===== src/rtl/lt_pkg.sv =====
// Shared constants and types for the piecewise-linear transform table loader.
package lt_pkg;

    localparam int NSEG          = 16;
    localparam int WORDS_PER_SEG = 3;
    localparam int NWORDS        = NSEG * WORDS_PER_SEG;
    localparam int SEG_W         = $clog2(NSEG);

    typedef enum logic [1:0] {
        FLD_M = 2'd0,
        FLD_C = 2'd1,
        FLD_D = 2'd2
    } fld_t;

    typedef enum logic [1:0] {
        IDLE    = 2'd0,
        LOAD    = 2'd1,
        CHECK   = 2'd2,
        PENDING = 2'd3
    } state_t;

    // True for the delta word of the last segment, i.e. word NWORDS-1.
    function automatic logic is_last_word(input logic [SEG_W-1:0] seg, input fld_t fld);
        return (seg == SEG_W'(NSEG - 1)) && (fld == FLD_D);
    endfunction

endpackage


===== src/rtl/lt_coef_bank.sv =====
// Shadow and active coefficient register arrays (M, C, delta) with per-word
// write into the shadow bank and a one-cycle bulk shadow-to-active copy.
module lt_coef_bank
    import lt_pkg::*;
#(
    parameter int DSIZE = 12,
    parameter int DTW   = 12,
    parameter int WSIZE = 12
) (
    input  logic                  clock,
    input  logic                  reset,
    input  logic                  wr_en,
    input  logic [SEG_W-1:0]      wr_seg,
    input  logic [1:0]            wr_fld,
    input  logic [WSIZE-1:0]      wr_data,
    input  logic                  copy,
    input  logic [SEG_W-1:0]      rd_seg,
    output logic [DSIZE-1:0]      rd_m_lo,
    output logic [DSIZE-1:0]      rd_m_hi,
    output logic [NSEG*DSIZE-1:0] m_flat,
    output logic [NSEG*DSIZE-1:0] c_flat,
    output logic [NSEG*DTW-1:0]   delta_flat
);

    logic [DSIZE-1:0] m_sh  [NSEG];
    logic [DSIZE-1:0] c_sh  [NSEG];
    logic [DTW-1:0]   d_sh  [NSEG];
    logic [DSIZE-1:0] m_act [NSEG];
    logic [DSIZE-1:0] c_act [NSEG];
    logic [DTW-1:0]   d_act [NSEG];

    logic [SEG_W-1:0] rd_seg_nxt;

    always_ff @(posedge clock) begin
        if (reset) begin
            for (int i = 0; i < NSEG; i++) begin
                m_sh[i] <= '0;
                c_sh[i] <= '0;
                d_sh[i] <= '0;
            end
        end else if (wr_en) begin
            case (wr_fld)
                FLD_M:   m_sh[wr_seg] <= wr_data[DSIZE-1:0];
                FLD_C:   c_sh[wr_seg] <= wr_data[DSIZE-1:0];
                default: d_sh[wr_seg] <= wr_data[DTW-1:0];
            endcase
        end
    end

    always_ff @(posedge clock) begin
        if (reset) begin
            for (int i = 0; i < NSEG; i++) begin
                m_act[i] <= '0;
                c_act[i] <= '0;
                d_act[i] <= '0;
            end
        end else if (copy) begin
            for (int i = 0; i < NSEG; i++) begin
                m_act[i] <= m_sh[i];
                c_act[i] <= c_sh[i];
                d_act[i] <= d_sh[i];
            end
        end
    end

    // Adjacent shadow breakpoints for the order check.
    assign rd_seg_nxt = rd_seg + 1'b1;
    assign rd_m_lo    = m_sh[rd_seg];
    assign rd_m_hi    = m_sh[rd_seg_nxt];

    for (genvar k = 0; k < NSEG; k++) begin : g_flat
        assign m_flat[k*DSIZE +: DSIZE]   = m_act[k];
        assign c_flat[k*DSIZE +: DSIZE]   = c_act[k];
        assign delta_flat[k*DTW +: DTW]   = d_act[k];
    end

endmodule


===== src/rtl/linear_transform_table_loader.sv =====
// Loads a 48-word M/C/delta coefficient stream into a shadow bank, checks
// breakpoint monotonicity, and swaps it into the active bank at frame_start.
//
// state   | meaning
// --------+---------------------------------------------------------------
// IDLE    | waiting for a word with s_sof; other words are dropped
// LOAD    | filling the shadow bank, word index = seg_cnt*3 + fld_cnt
// CHECK   | one breakpoint compare M_k <= M_{k+1} per cycle, k = 0..14
// PENDING | checked table waiting for frame_start to swap
module linear_transform_table_loader
    import lt_pkg::*;
#(
    parameter int DSIZE = 12,
    parameter int DT_I  = 8,
    parameter int DT_D  = 4,
    parameter int WSIZE = 12
) (
    input  logic                          clock,
    input  logic                          reset,
    input  logic                          s_valid,
    output logic                          s_ready,
    input  logic [WSIZE-1:0]              s_data,
    input  logic                          s_sof,
    input  logic                          frame_start,
    output logic [NSEG*DSIZE-1:0]         m_flat,
    output logic [NSEG*DSIZE-1:0]         c_flat,
    output logic [NSEG*(DT_I+DT_D)-1:0]   delta_flat,
    output logic                          table_valid,
    output logic                          busy,
    output logic                          swap_done,
    output logic                          err_order,
    output logic                          err_seq
);

    localparam int DTW = DT_I + DT_D;

    state_t           state;
    state_t           state_nxt;
    logic [SEG_W-1:0] seg_cnt;
    fld_t             fld_cnt;
    logic [SEG_W-1:0] chk_k;

    logic             xfer;
    logic             wr_en;
    logic [SEG_W-1:0] wr_seg;
    fld_t             wr_fld;
    logic             copy;
    logic             chk_ok;
    logic             err_seq_nxt;
    logic             err_order_nxt;
    logic [DSIZE-1:0] rd_m_lo;
    logic [DSIZE-1:0] rd_m_hi;

    assign xfer   = s_valid && s_ready;
    assign chk_ok = (rd_m_lo <= rd_m_hi);

    always_ff @(posedge clock) begin
        if (reset) begin
            state <= IDLE;
        end else begin
            state <= state_nxt;
        end
    end

    always_comb begin
        state_nxt = state;
        case (state)
            IDLE: begin
                if (xfer && s_sof) state_nxt = LOAD;
            end
            LOAD: begin
                if (xfer && !s_sof && is_last_word(seg_cnt, fld_cnt)) state_nxt = CHECK;
            end
            CHECK: begin
                if (!chk_ok)                              state_nxt = IDLE;
                else if (chk_k == SEG_W'(NSEG - 2))       state_nxt = PENDING;
            end
            PENDING: begin
                if (frame_start) state_nxt = IDLE;
            end
            default: state_nxt = IDLE;
        endcase
    end

    always_comb begin
        s_ready       = (state == IDLE) || (state == LOAD);
        busy          = (state != IDLE);
        wr_en         = xfer && (s_sof || (state == LOAD));
        wr_seg        = s_sof ? '0 : seg_cnt;
        wr_fld        = s_sof ? FLD_M : fld_cnt;
        copy          = (state == PENDING) && frame_start;
        err_seq_nxt   = (state == LOAD) && xfer && s_sof;
        err_order_nxt = (state == CHECK) && !chk_ok;
    end

    always_ff @(posedge clock) begin
        if (reset) begin
            seg_cnt     <= '0;
            fld_cnt     <= FLD_M;
            chk_k       <= '0;
            err_seq     <= 1'b0;
            err_order   <= 1'b0;
            swap_done   <= 1'b0;
            table_valid <= 1'b0;
        end else begin
            err_seq   <= err_seq_nxt;
            err_order <= err_order_nxt;
            swap_done <= copy;
            if (copy) table_valid <= 1'b1;

            // A start-of-table word is always word 0, so the next index is 1.
            if (wr_en) begin
                if (s_sof) begin
                    seg_cnt <= '0;
                    fld_cnt <= FLD_C;
                end else begin
                    case (fld_cnt)
                        FLD_M:   fld_cnt <= FLD_C;
                        FLD_C:   fld_cnt <= FLD_D;
                        default: begin
                            fld_cnt <= FLD_M;
                            seg_cnt <= seg_cnt + 1'b1;
                        end
                    endcase
                end
            end

            if (state == CHECK) chk_k <= chk_k + 1'b1;
            else                chk_k <= '0;
        end
    end

    lt_coef_bank #(
        .DSIZE (DSIZE),
        .DTW   (DTW),
        .WSIZE (WSIZE)
    ) u_bank (
        .clock      (clock),
        .reset      (reset),
        .wr_en      (wr_en),
        .wr_seg     (wr_seg),
        .wr_fld     (wr_fld),
        .wr_data    (s_data),
        .copy       (copy),
        .rd_seg     (chk_k),
        .rd_m_lo    (rd_m_lo),
        .rd_m_hi    (rd_m_hi),
        .m_flat     (m_flat),
        .c_flat     (c_flat),
        .delta_flat (delta_flat)
    );

endmodule

===== config.mk =====
export PLATFORM = sky130hd
export DESIGN_NAME = linear_transform_table_loader
export DESIGN_NICKNAME = d
export VERILOG_FILES = /design/src/rtl/lt_pkg.sv /design/src/rtl/lt_coef_bank.sv /design/src/rtl/linear_transform_table_loader.sv
export SDC_FILE = /design/constraint.sdc
export NUM_CORES = 1
export LEC_CHECK = 0
export CELL_PAD_IN_SITES_DETAIL_PLACEMENT = 0
export CELL_PAD_IN_SITES_GLOBAL_PLACEMENT = 1
export CORE_MARGIN = 1.5
export CORE_UTILIZATION = 50
export CTS_BUF_LIST = sky130_fd_sc_hd__clkbuf_8
export CTS_CLUSTER_SIZE = 16
export DETAILED_ROUTE_END_ITERATION = 8
export PLACE_DENSITY_LB_ADDON = 0.1
export SLEW_MARGIN = 20
export SYNTH_ARGS = -nofsm -noshare
export SYNTH_HDL_FRONTEND = slang
export SYNTH_SLANG_ARGS = --single-unit

===== constraint.sdc =====
create_clock -name clock -period 38.7 [get_ports clock]
set_input_delay 7.74 -clock clock [delete_from_list [all_inputs] [get_ports clock]]
set_output_delay 7.74 -clock clock [all_outputs]
set_load 0.05 [all_outputs]

==> metrics.yaml <==
status: "completed"
cp.arrival_ps: 11480
finalNetCount: 3526
syn2layout_area_growth_pct: 22.3
synth_seq_cells: 1168
cts-buffers-inserted: 185
cts.htree.levels: 4
drv_slew: 0
p_leak_uw: 0.0204
p_sw_share_pct: 25.2
maxSlewHeadroom_pct: 26.5
dpl.hpwl_um: 81700
port_buffers: 598
hp-start: "table_valid"
tritoncts: "yes"
power_density_nw_per_um2: 47.8
start_util_pct: 50.5
place_congestion: 0.902
holdCritPathClass: "reg -> reg"
synth_adder_area_share_pct: 0.398
finalCriticalPeriod_ps: 11040
antenna_found_initial: 12
period_share_pct: 28.5
ctsHoldBuffers: 0
syn-num-nets: 2919
muxShareOfSynthArea_pct: 5.76
clockRootBuffer: "clkbuf_8"
cp_slowest_cell: "buf_4"
clkTransAtPathRegs_ps: 60
hold_path_end: "table_valid"
ff2ff_setup_slack_ps: 33810
wire_per_inst_um: 25.9
cpMostUsedCell: "buf_4"
stdcell_count: 4904
vias_per_cell: 5.36
required_ps: 39140
io_pins: 599
finalClockSkew_ps: 30.1
grt_max_degree: 148
ir_drop_mv: 0.0281
via_count: 26300
multi_input_area_um2: 11200
cp-start-kind: "input pin"
end_kind: "register"
tightest_slew_ps: 1090
yosysSeqAreaShare_pct: 74.1
cap_viol_max_count: 0
dieArea_um2: 96100
synth_xor_area_share_pct: 0.0372
p_total_uw: 2750
critPathTopFamily: "buffers and inverters"
core_um2: 93300
synth_cell_types: 45
seqCellArea_um2: 34900
timing.rr.start: "chk_k[0]"
synth-simple-area-share_pct: 16.7
p_int_uw: 2060
synth_top_family_by_area: "simple AND/OR/NAND/NOR gates"
synth_edf_count: 1152
fillers: 6901
path_cells: "clkdlybuf4s50_1 > nand3_1 > nand2_4 > buf_4 > buf_6 > buf_4"
grt_use_total_pct: 26.4
antenna_left: 0
cts.sinks: 1168
rows: 112
p_sw_uw: 694
drtPass1Iterations: 5
hold_viol: 0
combPwrFrac_pct: 9.3
die_w_um: 310
synth_compound_area_share_pct: 0.826
power.share.clock_pct: 36.8
p_seq_share_pct: 54.0
ff2ff_path_depth: 10
place_inst: 4561
final_util_pct: 61.7
cp_num_buf_inv: 4
hold_depth: 1
cpPeakStageDelay_ps: 880
fmax_mhz: 90.5
grt_setup_unrepaired: "no"
avgSynthCellArea_um2: 16.3
synth-main-ff-cell: "edfxtp_1"
drc: 0
grt.overflow.total: 0
finalSetupViolations: 0
critical_path.max_fanout: 87
clk-insertion-delay-late_ps: 840
syn_area_um2: 47100
synthCells: 2887
path_class: "in -> reg"
synthArstFlopShare_pct: 0
grt_pass1_vias: 26100
cts-resized-gates: 0
drive_gt1_share_pct: 12.4
ys_warn_count: 0
cts_setup_buffers: 0
setup_tns_ps: 0
routed_wl_um: 127000
die_h_um: 310
initialDrtViolationCount: 2731
cts_buffer_depth: 3
grt_first_pass_wirelength_um: 178000
r2r_end: "state[1]"
Yosys cell counts, types with 2 or more instances:
master       n  share of area, %
dfxtp_1     16              0.68
ha_1        15              0.40
nor3_1       4             0.042
buf_6       13              0.31
o211ai_1     2             0.032
edfxtp_1  1152                73
nor2_4      12              0.29
and3_2       3             0.048
nor2b_1    220               2.9
o21ai_0     53              0.56
a21oi_1     10              0.11
and2_2       2             0.032
nand3_1     13              0.14
mux4_2     120               5.7
nor2_1      53              0.42
buf_1        2             0.016
nand2_1     17              0.14
nand4_1      2             0.027
buf_2       19              0.20
clkbuf_1   173               1.4
a211oi_1     2             0.032
nor4_1       2             0.027
clkbuf_2     5             0.053
or3_1        2             0.027
and2_1     935                12
inv_1       17              0.14
buf_4        5             0.080
cells by family after synthesis:
logic type / count (synthesis)
AO/OA/AOI/OAI: 73
XOR/XNOR: 2
buffers and inverters: 236
multiplexers: 121
AND/OR/NAND/NOR: 1272
flip-flops: 1168
adder cells (fa/ha/maj): 15
registers in the layout, indices dropped and copies added (netlist names):
signal,flops
chk_k,4
err_order,1
err_seq,1
fld_cnt,2
seg_cnt,4
state,2
swap_done,1
table_valid,1
u_bank.c_act,192
u_bank.c_sh,192
u_bank.d_act,192
u_bank.d_sh,192
u_bank.m_act,192
u_bank.m_sh,192
layer usage:
metal	part of all wire [%]	track usage [%]	vias up
li1	-	-	11500
met1	39	35.0	13300
met2	49	43.2	1301
met3	8.5	5.43	226
met4	3.4	10.3	6
met5	0.029	0	-
stage by stage:
| stage | area, µm² | setup WS [ps] | hold WS, ps |
|---|---|---|---|
| after floorplan | 47100 | 17360 | 466 |
| after global placement | 54000 | 26680 | 444 |
| after detailed placement | 54000 | 26520 | 448 |
| after CTS | 57500 | 27450 | 475 |
| after global routing | 57600 | 27410 | 487 |
| final | 57600 | 27660 | 471 |
worst max path at each step:
stage	start	endpoint	slack (ps)	cells past startpoint
final	frame_start	u_bank.d_act[0][57]	27660	6
after global routing	frame_start	u_bank.d_act[0][26]	27410	6
after CTS	frame_start	u_bank.d_act[0][45]	27450	6
after detailed placement	frame_start	u_bank.d_act[0][45]	26520	6
after global placement	frame_start	u_bank.d_act[0][49]	26680	6
after floorplan	reset	u_bank.c_act[0][0]	17360	3
cell type report:
cell class	count	share of cell area [%]
flip-flops and latches	1168	60.6
clock buffers	197	4.71
inverters	18	0.117
multi-input cells	1483	19.5
well taps	1254	2.72
clock inverters	141	1.50
repair buffers	638	10.8
diodes	5	0.0217
layout by cell type (no fill, tap or decap), types with 10 or more instances in the layout:
master | Yosys | final
a21oi_1 | 10 | 10
and2_1 | 935 | 935
buf_2 | 19 | 12
buf_4 | 5 | 36
bufinv_16 | 0 | 10
clkbuf_8 | 0 | 197
clkdlybuf4s50_1 | 0 | 585
clkinv_1 | 1 | 34
clkinv_2 | 0 | 16
dfxtp_1 | 16 | 14
edfxtp_1 | 1152 | 1152
ha_1 | 15 | 14
inv_1 | 17 | 87
mux4_2 | 120 | 120
nand2_1 | 17 | 16
nand3_1 | 13 | 13
nor2_1 | 53 | 53
nor2_4 | 12 | 12
nor2b_1 | 220 | 220
o21ai_1 | 0 | 30
o21ai_2 | 1 | 19
worst reg2reg max path, cell delays in order, from the launching register on:
cell and delay [ps]:
dfxtp_4 650, buf_4 750, buf_4 630, mux4_2 610
mux4_2 480, ha_1 330, a21oi_1 150, nor2_1 50
a211oi_1 480, o211ai_1 400, a211oi_1 300
power groups by stage:
stage / Combinational, µW / Sequential (µW) / Clock, µW
finish: 255 / 1490 / 1010
global route: 264 / 1490 / 1080
CTS: 256 / 1490 / 1030
detailed placement: 255 / 1510 / 0
global placement: 253 / 1510 / 0
floorplan: 47.2 / 1620 / 0
No activity file was read; power rests on OpenSTA's default activity.
